==> config.mk <==
export PLATFORM = sky130hd
export DESIGN_NAME = tiny_fpga_cfg_ctrl
export DESIGN_NICKNAME = d
export VERILOG_FILES = /design/src/rtl/tiny_fpga_cfg_pkg.sv /design/src/rtl/tiny_fpga_cfg_ctrl_serializer.sv /design/src/rtl/tiny_fpga_cfg_ctrl.sv
export SDC_FILE = /design/constraint.sdc
export NUM_CORES = 1
export LEC_CHECK = 0
export ABC_AREA = 0
export CAP_MARGIN = 20
export CORE_ASPECT_RATIO = 0.5
export CORE_MARGIN = 2
export CORE_UTILIZATION = 50
export CTS_CLUSTER_SIZE = 16
export DETAILED_ROUTE_END_ITERATION = 12
export PLACE_DENSITY = 0.76
export SLEW_MARGIN = 10
export SYNTH_ARGS = -nofsm -noshare
export SYNTH_HDL_FRONTEND = slang
export SYNTH_HIERARCHICAL = 1
export SYNTH_SLANG_ARGS = --single-unit
export TNS_END_PERCENT = 10
==> constraint.sdc <==
create_clock -name clk -period 2.5 [get_ports clk]
set_clock_uncertainty 0.05 [all_clocks]
set_input_delay 0.5 -clock clk [delete_from_list [all_inputs] [get_ports clk]]
set_output_delay 0.5 -clock clk [all_outputs]
set_load 0.02 [all_outputs]
==> src/rtl/tiny_fpga_cfg_pkg.sv <==
// Shared types and CRC-8 helper for the tiny_fpga configuration sequencer.
// The CRC helper is only referenced when TINY_FPGA_CFG_CRC_EN is defined.
package tiny_fpga_cfg_pkg;

  typedef enum logic [1:0] {
    IDLE  = 2'd0,
    LOAD  = 2'd1,
    READY = 2'd2,
    ERR   = 2'd3
  } cfg_state_e;

  localparam logic [7:0] CRC8_POLY = 8'h07;
  localparam logic [7:0] CRC8_INIT = 8'h00;

  // One byte of CRC-8, MSB first, no reflection, no final xor.
  function automatic logic [7:0] crc8_byte(input logic [7:0] crc_in, input logic [7:0] data);
    logic [7:0] c;
    c = crc_in ^ data;
    for (int i = 0; i < 8; i++) begin
      if (c[7]) begin
        c = {c[6:0], 1'b0} ^ CRC8_POLY;
      end else begin
        c = {c[6:0], 1'b0};
      end
    end
    return c;
  endfunction

endpackage

==> src/rtl/tiny_fpga_cfg_ctrl_serializer.sv <==
// Byte-in / bit-out shift register: loads a byte only when empty and emits
// i_nbits of it LSB first, so padding bits of a short final byte never leave.
module cfg_byte_serializer (
  input  logic       clk,
  input  logic       rst,
  input  logic       i_flush,
  input  logic       i_valid,
  output logic       o_ready,
  input  logic [7:0] i_data,
  input  logic [3:0] i_nbits,
  output logic       o_valid,
  input  logic       i_ready,
  output logic       o_data
);

  logic [7:0] r_shift;
  logic [3:0] r_cnt;

  // Shift register and remaining-bit count
  always_ff @(posedge clk) begin
    if (rst || i_flush) begin
      r_shift <= 8'h00;
      r_cnt   <= 4'd0;
    end else if (i_valid && (r_cnt == 4'd0)) begin
      r_shift <= i_data;
      r_cnt   <= i_nbits;
    end else if ((r_cnt != 4'd0) && i_ready) begin
      r_shift <= {1'b0, r_shift[7:1]};
      r_cnt   <= r_cnt - 4'd1;
    end else begin
      r_shift <= r_shift;
      r_cnt   <= r_cnt;
    end
  end

  assign o_ready = (r_cnt == 4'd0);
  assign o_valid = (r_cnt != 4'd0);
  assign o_data  = r_shift[0];

endmodule

==> src/rtl/tiny_fpga_cfg_ctrl.sv <==
// Configuration sequencer: host byte stream -> fabric 1-bit stream, with cfg/run
// strobes and length checking. Define TINY_FPGA_CFG_CRC_EN for a trailing CRC-8 byte.
module tiny_fpga_cfg_ctrl
  import tiny_fpga_cfg_pkg::*;
#(
  parameter int CFG_BITS = 64
) (
  input  logic       clk,
  input  logic       rst,
  input  logic       start,
  input  logic       run_en,
  input  logic       s_tvalid,
  output logic       s_tready,
  input  logic [7:0] s_tdata,
  input  logic       s_tlast,
  output logic       m_tvalid,
  input  logic       m_tready,
  output logic       m_tdata,
  output logic       m_tlast,
  output logic       cfg,
  output logic       run,
  output logic       busy,
  output logic       done,
  output logic       err
);

  localparam int CFG_BYTES = (CFG_BITS + 7) / 8;
  localparam int BYTE_W    = $clog2(CFG_BYTES + 1);
  localparam int BIT_W     = $clog2(CFG_BITS + 1);
  localparam logic [BYTE_W-1:0] BYTE_LIMIT = BYTE_W'(CFG_BYTES);
  localparam logic [BYTE_W-1:0] LAST_BYTE  = BYTE_W'(CFG_BYTES - 1);
  localparam logic [BIT_W-1:0]  BIT_LIMIT  = BIT_W'(CFG_BITS);
  localparam logic [BIT_W-1:0]  LAST_BIT   = BIT_W'(CFG_BITS - 1);
  localparam logic [3:0]        LAST_NBITS = 4'(CFG_BITS - 8 * (CFG_BYTES - 1));

  cfg_state_e        r_state, w_next;
  logic [BYTE_W-1:0] r_byte_cnt;
  logic [BIT_W-1:0]  r_bit_cnt;
  logic              r_run;
  logic w_in_load, w_is_data, w_acc, w_bit_hs, w_last_hs, w_len_err;
  logic w_ser_load, w_ser_empty, w_err_cond, w_done_cond;
  logic [3:0] w_nbits;

  assign w_in_load  = (r_state == LOAD);
  assign w_is_data  = (r_byte_cnt < BYTE_LIMIT);
  assign w_acc      = s_tvalid && s_tready;
  assign w_bit_hs   = m_tvalid && m_tready;
  assign w_last_hs  = w_bit_hs && m_tlast;
  assign w_nbits    = (r_byte_cnt == LAST_BYTE) ? LAST_NBITS : 4'd8;
  assign w_ser_load = w_acc && w_is_data && !w_len_err;

`ifdef TINY_FPGA_CFG_CRC_EN
  logic [7:0] r_crc;
  logic       r_bits_done, r_crc_ok;
  logic       w_crc_bad, w_crc_good;

  // tlast belongs on the CRC byte, so any data byte carrying it is an error.
  assign w_len_err   = w_is_data ? s_tlast : !s_tlast;
  assign w_crc_bad   = !w_is_data && (s_tdata != r_crc);
  assign w_crc_good  = w_acc && !w_is_data && !w_len_err && !w_crc_bad;
  assign w_err_cond  = w_acc && (w_len_err || w_crc_bad);
  assign w_done_cond = (r_bits_done || w_last_hs) && (r_crc_ok || w_crc_good);
  assign s_tready    = w_in_load && w_ser_empty && !r_crc_ok;

  // Running CRC and the two completion flags, both cleared outside LOAD
  always_ff @(posedge clk) begin
    if (rst || !w_in_load) begin
      r_crc       <= CRC8_INIT;
      r_bits_done <= 1'b0;
      r_crc_ok    <= 1'b0;
    end else begin
      if (w_ser_load) r_crc <= crc8_byte(r_crc, s_tdata);
      if (w_last_hs) r_bits_done <= 1'b1;
      if (w_crc_good) r_crc_ok <= 1'b1;
    end
  end
`else
  assign w_len_err   = (r_byte_cnt == LAST_BYTE) ? !s_tlast : s_tlast;
  assign w_err_cond  = w_acc && w_len_err;
  assign w_done_cond = w_last_hs;
  assign s_tready    = w_in_load && w_ser_empty && w_is_data;
`endif

  // State register
  always_ff @(posedge clk) begin
    if (rst) r_state <= IDLE;
    else     r_state <= w_next;
  end

  // Next-state logic
  always_comb begin
    w_next = r_state;
    case (r_state)
      IDLE, READY, ERR: begin
        if (start) w_next = LOAD;
        else       w_next = r_state;
      end
      LOAD: begin
        if (w_err_cond)       w_next = ERR;
        else if (w_done_cond) w_next = READY;
        else                  w_next = LOAD;
      end
      default: w_next = IDLE;
    endcase
  end

  // Byte/bit counters: held at zero outside LOAD, saturate at their limits
  always_ff @(posedge clk) begin
    if (rst || !w_in_load) begin
      r_byte_cnt <= '0;
      r_bit_cnt  <= '0;
    end else begin
      if (w_acc && (r_byte_cnt != BYTE_LIMIT)) r_byte_cnt <= r_byte_cnt + 1'b1;
      if (w_bit_hs && (r_bit_cnt != BIT_LIMIT)) r_bit_cnt <= r_bit_cnt + 1'b1;
    end
  end

  // Run follows run_en one cycle late and only while READY is held
  always_ff @(posedge clk) begin
    if (rst) r_run <= 1'b0;
    else     r_run <= (r_state == READY) && (w_next == READY) && run_en;
  end

  cfg_byte_serializer u_ser (
    .clk     (clk),
    .rst     (rst),
    .i_flush (!w_in_load),
    .i_valid (w_ser_load),
    .o_ready (w_ser_empty),
    .i_data  (s_tdata),
    .i_nbits (w_nbits),
    .o_valid (m_tvalid),
    .i_ready (m_tready),
    .o_data  (m_tdata)
  );

  assign m_tlast = m_tvalid && (r_bit_cnt == LAST_BIT);
  assign cfg     = w_in_load;
  assign busy    = w_in_load;
  assign done    = (r_state == READY);
  assign err     = (r_state == ERR);
  assign run     = r_run;

endmodule

==> impl_summary.txt, run 1 <==
----------------------------------------------------
[Status]
  Outcome ... complete, no violations

[Setup path]
  Series of cell instances along the critical path ... inv_1 > ha_1 > or3b_4 > buf_4 > clkdlybuf4s50_1
  Peak fanout along the critical path ... 6
  Crit Path Category ... reg -> out
  Top delay family on crit path ... buffers and inverters
  Crit Reg-Reg Startpoint ... u_ser/r_cnt[0]
  Delay of the slowest cell on the worst path ... 0.53 ns
  Required time of the critical path ... 1.95 ns
  Category of the worst setup path capture point ... output port
  Worst path bufs/invs ... 3
  Data arrival time of the critical path ... 1.89 ns
  Crit path launch ... u_ser/r_cnt[0]
  CP max stage cell ... sky130_fd_sc_hd__clkdlybuf4s50_1
  Critical Path Start Type ... flip-flop

[Cells and area]
  Final Util ... 65.89%
  Count of antenna diodes in the layout ... 0
  Layout overhead on the synthesized area ... 25.53%
  Post-layout instance area ... 0.001704 mm2
  Proportion of layout cells with a drive suffix above 1 ... 14.21%
  Number of nets in the final layout ... 212

[Global routing]
  Maximum number of pins on one net before global-route repair ... 14
  First-pass GRT wire length ... 4374 um
  GR Overflow Total ... 0
  Overall track demand over capacity in global routing ... 18.46%
  Number of global-route vias before repair ... 985
  Number of antenna violations at the first check in global routing ... 0

[CTS]
  Hold_buf cts ... 0
  Clock latency on the worst-skew pair ... 0.26 ns
  Count of clock tree sinks ... 26
  CTS Root Buffer Type ... sky130_fd_sc_hd__clkbuf_8
  Post-CTS repair timing setup buffer count ... 0
  Count of instances resized after the clock tree is built ... 2
  # H-tree levels ... 1
  Maximum root-to-sink buffer count ... 2
  TritonCTS Buffers ... 3
  CTS tree ... built
  Clock-pin slew of the registers on the worst-case setup and hold paths ... 0.08 ns

[Floorplan]
  Top Ports ... 24
  Die Y-Extent ... 40.85 um
  Effective utilization at floorplan ... 52.49%
  Row Count ... 13
  Die Footprint ... 0.003173 mm2
  Placeable core area ... 0.002586 mm2
  Width of the chip ... 77.69 um

[Timing]
  Period utilization ... 97.46%
  RSZ-0062 raised after global routing ... false
  Final setup viols ... 0
  Final setup TNS ... 0 ns
  Max Clk Rate ... 0.4104 GHz
  Hold violation count in the final report ... 0
  Post-route minimum period ... 2.436 ns
  Number of max-slew violations in the final report ... 0

[Yosys]
  Post-synthesis xor/xnor area fraction ... 5.806%
  Most common flop cell mapped by yosys ... sky130_fd_sc_hd__dfxtp_1
  Mean Syn Cell Area ... 8.485 um2
  Cell with the most instances after synthesis ... sky130_fd_sc_hd__dfxtp_1
  Seq/Total Area, Yosys ... 38.34%
  Library cells used by synthesis ... 44
  Synth cell count leaders ... 26 x sky130_fd_sc_hd__dfxtp_1, 25 x sky130_fd_sc_hd__nor2_1, 12 x sky130_fd_sc_hd__nand2_1
  Proportion of synthesized area in mux cells ... 0.7373%
  EDFF count, synth ... 0
  Area of the mapped netlist ... 0.001358 mm2
  Share of flip-flops with an asynchronous set or reset ... 0%
  Yosys reg bits ... 26
  Count of mapped cells out of synthesis ... 160
  Largest family of logic cells by synthesized area ... simple AND/OR/NAND/NOR gates
  Cell types with the largest area share after synthesis ... sky130_fd_sc_hd__dfxtp_1 38%, sky130_fd_sc_hd__nor2_1 6.9%, sky130_fd_sc_hd__ha_1 4.6%
  Leading area contributor after synthesis ... sky130_fd_sc_hd__dfxtp_1
  Share of the synthesized area in the top cell type ... 38.34%
  Synth Area in Compound Gates ... 11.80%
  Area fraction in and, or, nand and nor cells after synthesis ... 32.07%
  Yosys warnings ... 6
  Synth Area in Adders ... 4.608%

[Drt]
  Total wire length after detailed routing ... 2660 um
  Initial detailed-routing violation count ... 67
  Number of search-and-repair iterations in the first detailed-routing pass ... 4
  Drt via density ... 5.013
  Via count of the routed design ... 1138
  Residual DRC count ... 0
  Detail Route Antenna Nets ... 0
  Average wire length per cell after detail routing ... 11.72 um

[Worst hold path]
  Critical hold path startpoint ... u_ser/r_shift[2]
  Hold WC Path Type ... reg -> reg

[Job]
  Max-cap violation count ... 0

[Placed design]
  Placed Instance Area ... 0.001665 mm2
  Global placement routability congestion ... 0.7862
  I/O Buffers ... 23
  Post-DP HPWL ... 2068 um

[Pwr]
  Pwr Density ... 445.5 mW/mm2
  Leakage power of the design ... 0.6079 nW
  Max VDD drop ... 0.2256 mV

----------------------------------------------------
## final cells by class
class                   count  area, um2
well taps                  37      46.29
fillers                   224      882.1
inverters                  12      46.29
repair buffers             31      287.8
multi-input cells         118      762.0
flip-flops and latches     26      520.5
clock buffers               3      41.29
## flip-flops by register name (all words and copies together), names as in the netlist
register and count:
r_bit_cnt 7, u_ser/r_cnt 4, r_byte_cnt 4, u_ser/r_shift 8, run 1, r_state 2
## layer usage
layer  vias up  part of all wire, %  GRT usage, %
met5         -                    0             0
met1       525                   48         21.87
met2        10                   48         33.41
li1        601                    -             -
met4         0                  1.1         5.357
met3         2                  3.2         6.388
## per-stage QoR
stage	setup slack [ns]	hold WS [ns]	cells	power (W)
after floorplan	0.1736	0.3959	162	0.0004907
after global placement	0.1631	0.4046	224	0.0005379
after detailed placement	0.1422	0.4092	224	0.0005390
after CTS	0.05449	0.4211	227	0.0007691
after global routing	0.004394	0.4437	227	0.0007969
final	0.06362	0.4224	227	0.0007592
## logic make-up (layout without fill, tap and decap cells)
kind of cell	after synthesis	in the layout
AOI/OAI and AO/OA	24	24
xor gates and xnor gates	9	9
adders and majority gates	5	5
buffers and inverters	18	46
DFF	26	26
muxes	1	1
other	2	4
and+or+nand+nor	75	75
## worst reg2reg max path: stages, from the launching register on
cell and delay [ns]:
sky130_fd_sc_hd__dfxtp_1 0.33, sky130_fd_sc_hd__inv_1 0.06, sky130_fd_sc_hd__ha_1 0.15, sky130_fd_sc_hd__or3b_4 0.39
sky130_fd_sc_hd__clkinv_2 0.06, sky130_fd_sc_hd__and4bb_2 0.24, sky130_fd_sc_hd__buf_4 0.12, sky130_fd_sc_hd__nand2_1 0.05
sky130_fd_sc_hd__nor2_1 0.24, sky130_fd_sc_hd__and2_4 0.25, sky130_fd_sc_hd__nor3_1 0.07, sky130_fd_sc_hd__nor4_2 0.24
## worst paths after layout
check	endpoint	slack, ns	depth (start not counted)
hold / removal	u_ser/r_shift[2]	0.42	2
hold reg to reg	u_ser/r_shift[2]	0.42	2
setup reg to reg	u_ser/r_shift[1]	0.17	11
setup / recovery	m_tvalid	0.06	5
## power breakdown
| part | total, W | switching [W] | internal, W |
|---|---|---|---|
| sequential | 0.000423 | 0.00000430 | 0.000418 |
| combinational | 0.000105 | 0.0000510 | 0.0000543 |
| clock | 0.000231 | 0.000123 | 0.000108 |
| total | 0.000759 | 0.000179 | 0.000581 |
## cells in the final DEF (no fill, tap or decap), types with 2 or more instances in the layout
cell type	count
sky130_fd_sc_hd__and2_1	2
sky130_fd_sc_hd__buf_4	8
sky130_fd_sc_hd__xor2_1	2
sky130_fd_sc_hd__nand2_1	12
sky130_fd_sc_hd__conb_1	4
sky130_fd_sc_hd__xnor2_1	7
sky130_fd_sc_hd__dlygate4sd2_1	2
sky130_fd_sc_hd__ha_1	5
sky130_fd_sc_hd__dfxtp_1	26
sky130_fd_sc_hd__a21oi_1	10
sky130_fd_sc_hd__nand3_1	5
sky130_fd_sc_hd__clkdlybuf4s50_1	21
sky130_fd_sc_hd__nand3b_1	2
sky130_fd_sc_hd__clkbuf_8	3
sky130_fd_sc_hd__a22oi_1	2
sky130_fd_sc_hd__inv_1	10
sky130_fd_sc_hd__a211oi_1	3
sky130_fd_sc_hd__nor2_1	25
sky130_fd_sc_hd__and2_4	2
sky130_fd_sc_hd__o21ai_0	2
sky130_fd_sc_hd__nor4_2	5
sky130_fd_sc_hd__nor3_1	10
Note: power is estimated with default switching activity, not from simulation.
==> run 2: changes to the inputs <==
- CAP_MARGIN: 20 -> 25
- PLACE_DENSITY: 0.76 -> default
- PLACE_DENSITY_LB_ADDON: default -> 0.2
- TNS_END_PERCENT: 10 -> 1
==> run 2 against run 1 <==
Die area is the same; global-route usage shrank 0.54 points; clock power grew 53%; hold slack improved by 0.0046 ns; critical path depth up 1; combinational power about the same; via count decreased by 3.0%; sequential power about the same; total power is 16% higher; wire length is 0.11% lower.
==> impl_summary.txt, run 2 (same netlist as run 1, synthesis figures left out) <==
----------------------------------------------------
[Pwr]
  Pwr Density ... 511.3 mW/mm2 (+15%)
  Leakage power of the design ... 0.6091 nW (+0.20%)
  Max VDD drop ... 0.3516 mV (+56%)

[Placed design]
  Pre-CTS worst setup slack ... 0.09886 ns (-0.04334 ns)
  Post-DP HPWL ... 1959 um (-5.3%)
  Global placement routability congestion ... 0.7856 (about the same)
  Number of cells after detailed placement ... 222 (-0.89%)
  I/O Buffers ... 23 (unchanged)

[CTS]
  Post-CTS repair timing setup buffer count ... 0 (unchanged)
  Count of clock tree sinks ... 26 (unchanged)
  Clock latency on the worst-skew pair ... 0.28 ns (+0.02 ns)
  CTS Root Buffer Type ... sky130_fd_sc_hd__clkbuf_8
  CTS tree ... built
  Clock-pin slew of the registers on the worst-case setup and hold paths ... 0.10 ns (+0.02 ns)
  Maximum root-to-sink buffer count ... 2 (unchanged)
  Hold_buf cts ... 0 (unchanged)
  Count of instances resized after the clock tree is built ... 2 (unchanged)
  # H-tree levels ... 1 (unchanged)
  TritonCTS Buffers ... 3 (unchanged)

[Drt]
  Residual DRC count ... 0 (unchanged)
  Initial detailed-routing violation count ... 27 (-60%)
  Number of search-and-repair iterations in the first detailed-routing pass ... 4 (unchanged)
  Via count of the routed design ... 1104 (-3.0%)
  Total wire length after detailed routing ... 2657 um (-0.11%)
  Average wire length per cell after detail routing ... 11.76 um (+0.33%)
  Detail Route Antenna Nets ... 0 (unchanged)
  Drt via density ... 4.885 (-2.6%)

[Cells and area]
  Most common library cell in the layout ignoring fill and taps ... sky130_fd_sc_hd__dfxtp_1
  Number of nets in the final layout ... 210 (-0.94%)
  Most frequent cells in the layout ... 26 x sky130_fd_sc_hd__dfxtp_1, 24 x sky130_fd_sc_hd__nor2_1, 21 x sky130_fd_sc_hd__clkdlybuf4s50_1
  Registers with the highest flip-flop counts ... u_ser/r_shift x8, r_bit_cnt x7
  Count of antenna diodes in the layout ... 0 (unchanged)
  Storage element area ... 520.5 um2 (unchanged)
  Max reg flops ... 8 (unchanged)
  Area of combinational cells with multiple inputs ... 764.5 um2 (+0.33%)
  Largest register by flop count ... u_ser/r_shift
  Fin cells ... 226 (-0.44%)
  Layout overhead on the synthesized area ... 26.91%
  Filler Cell Count ... 228 (+1.8%)
  Proportion of layout cells with a drive suffix above 1 ... 14.29% (+0.075 points)

[Worst hold path]
  Hold WC Path Type ... reg -> reg

[Global routing]
  GR Overflow Total ... 0 (unchanged)
  First-pass GRT wire length ... 4195 um (-4.1%)
  Maximum number of pins on one net before global-route repair ... 16 (+2)
  Number of global-route vias before repair ... 992 (+0.71%)
  Overall track demand over capacity in global routing ... 17.92% (-0.54 points)
  Number of antenna violations at the first check in global routing ... 0 (unchanged)

[Job]
  Max-cap violation count ... 0 (unchanged)

[Setup path]
  Peak fanout along the critical path ... 7 (+1)
  Series of cell instances along the critical path ... inv_1 > ha_1 > or3b_4 > clkinv_2 > and4bb_2 > clkdlybuf4s15_1
  Crit Path Category ... reg -> out
  Delay of the slowest cell on the worst path ... 0.42 ns (-0.11 ns)
  CP max stage cell ... sky130_fd_sc_hd__or3b_4
  Category of the worst setup path capture point ... output port
  Data arrival time of the critical path ... 1.86 ns (-0.03 ns)
  Required time of the critical path ... 1.95 ns (about the same)
  Critical Path Start Type ... flip-flop

[Timing]
  Final setup viols ... 0 (unchanged)
  Number of max-slew violations in the final report ... 0 (unchanged)
  Period utilization ... 96.50% (-0.96 points)
  Post-route minimum period ... 2.412 ns (-0.02397 ns)
  RSZ-0062 raised after global routing ... false
  Smallest hold slack ... 0.4270 ns (+0.004558 ns)
  Max Clk Rate ... 0.4145 GHz (+0.99%)
  Final setup TNS ... 0 ns (unchanged)
  Hold violation count in the final report ... 0 (unchanged)
  Post-route setup slack ... 0.08758 ns (+0.02397 ns)

[Floorplan]
  Row Count ... 13 (unchanged)
  Top Ports ... 24 (unchanged)
  Placeable core area ... 0.002586 mm2 (unchanged)
  Effective utilization at floorplan ... 52.49% (unchanged)
  Die Footprint ... 0.003173 mm2 (unchanged)
  Die Y-Extent ... 40.85 um (unchanged)
  Width of the chip ... 77.69 um (unchanged)

[Status]
  Outcome ... complete, no violations

----------------------------------------------------
run 2: cell count changes in the layout (fill, tap and decap cells not counted), sizes merged:
cell	previous run	this run
buf	8	6
bufinv	0	1
clkdlybuf4s15	0	1
dlygate4sd2	2	1
run 2: where the power goes:
part           switching [W]  internal (W)  total (W)  leakage [nW]
Clock               0.000138      0.000214   0.000353        0.0357
Combinational      0.0000518     0.0000534   0.000105         0.363
Sequential        0.00000441      0.000419   0.000423         0.210
run 2: worst max-delay path: cells and delay by family, from the launching register on:
kind,cells,cell delay (ns)
buffers and inverters,3,0.43
AND/OR/NAND/NOR,2,0.65
adder cells (fa/ha/maj),1,0.16
flip-flops,1,0.34
run 2: final timing paths:
path | depth (start not counted) | end | start | slack [ns]
worst max-delay path | 6 | s_tready | u_ser/r_cnt[0] | 0.09
worst min-delay path | 2 | u_ser/r_shift[2] | u_ser/r_shift[2] | 0.43
worst max register to register | 11 | u_ser/r_cnt[3] | u_ser/r_cnt[0] | 0.17
worst min register to register | 2 | u_ser/r_shift[2] | u_ser/r_shift[2] | 0.43
run 2: layer usage:
layer	share of wire [%]	GRT usage (%)
met1	51	20.87
met2	44	32.54
met3	3.9	6.608
met4	0.53	5.357
met5	0	0
run 2: area by class of cell:
class	instances	share of cell area [%]
multi-input combinational	118	44.37
clock inverter	1	1.743
timing repair buffer	29	15.90
tap	37	2.687
clock buffer	3	2.397
sequential	26	30.21
inverter	12	2.687
run 2: per-stage QoR:
stage	area [um2]	utilization, %	power, W
detailed placement	1650	63.81	0.0005374
global placement	1650	63.81	0.0005366
CTS	1719	66.47	0.0008875
finish	1723	66.62	0.0008809
floorplan	1365	-	0.0004907
global route	1723	66.62	0.0009227
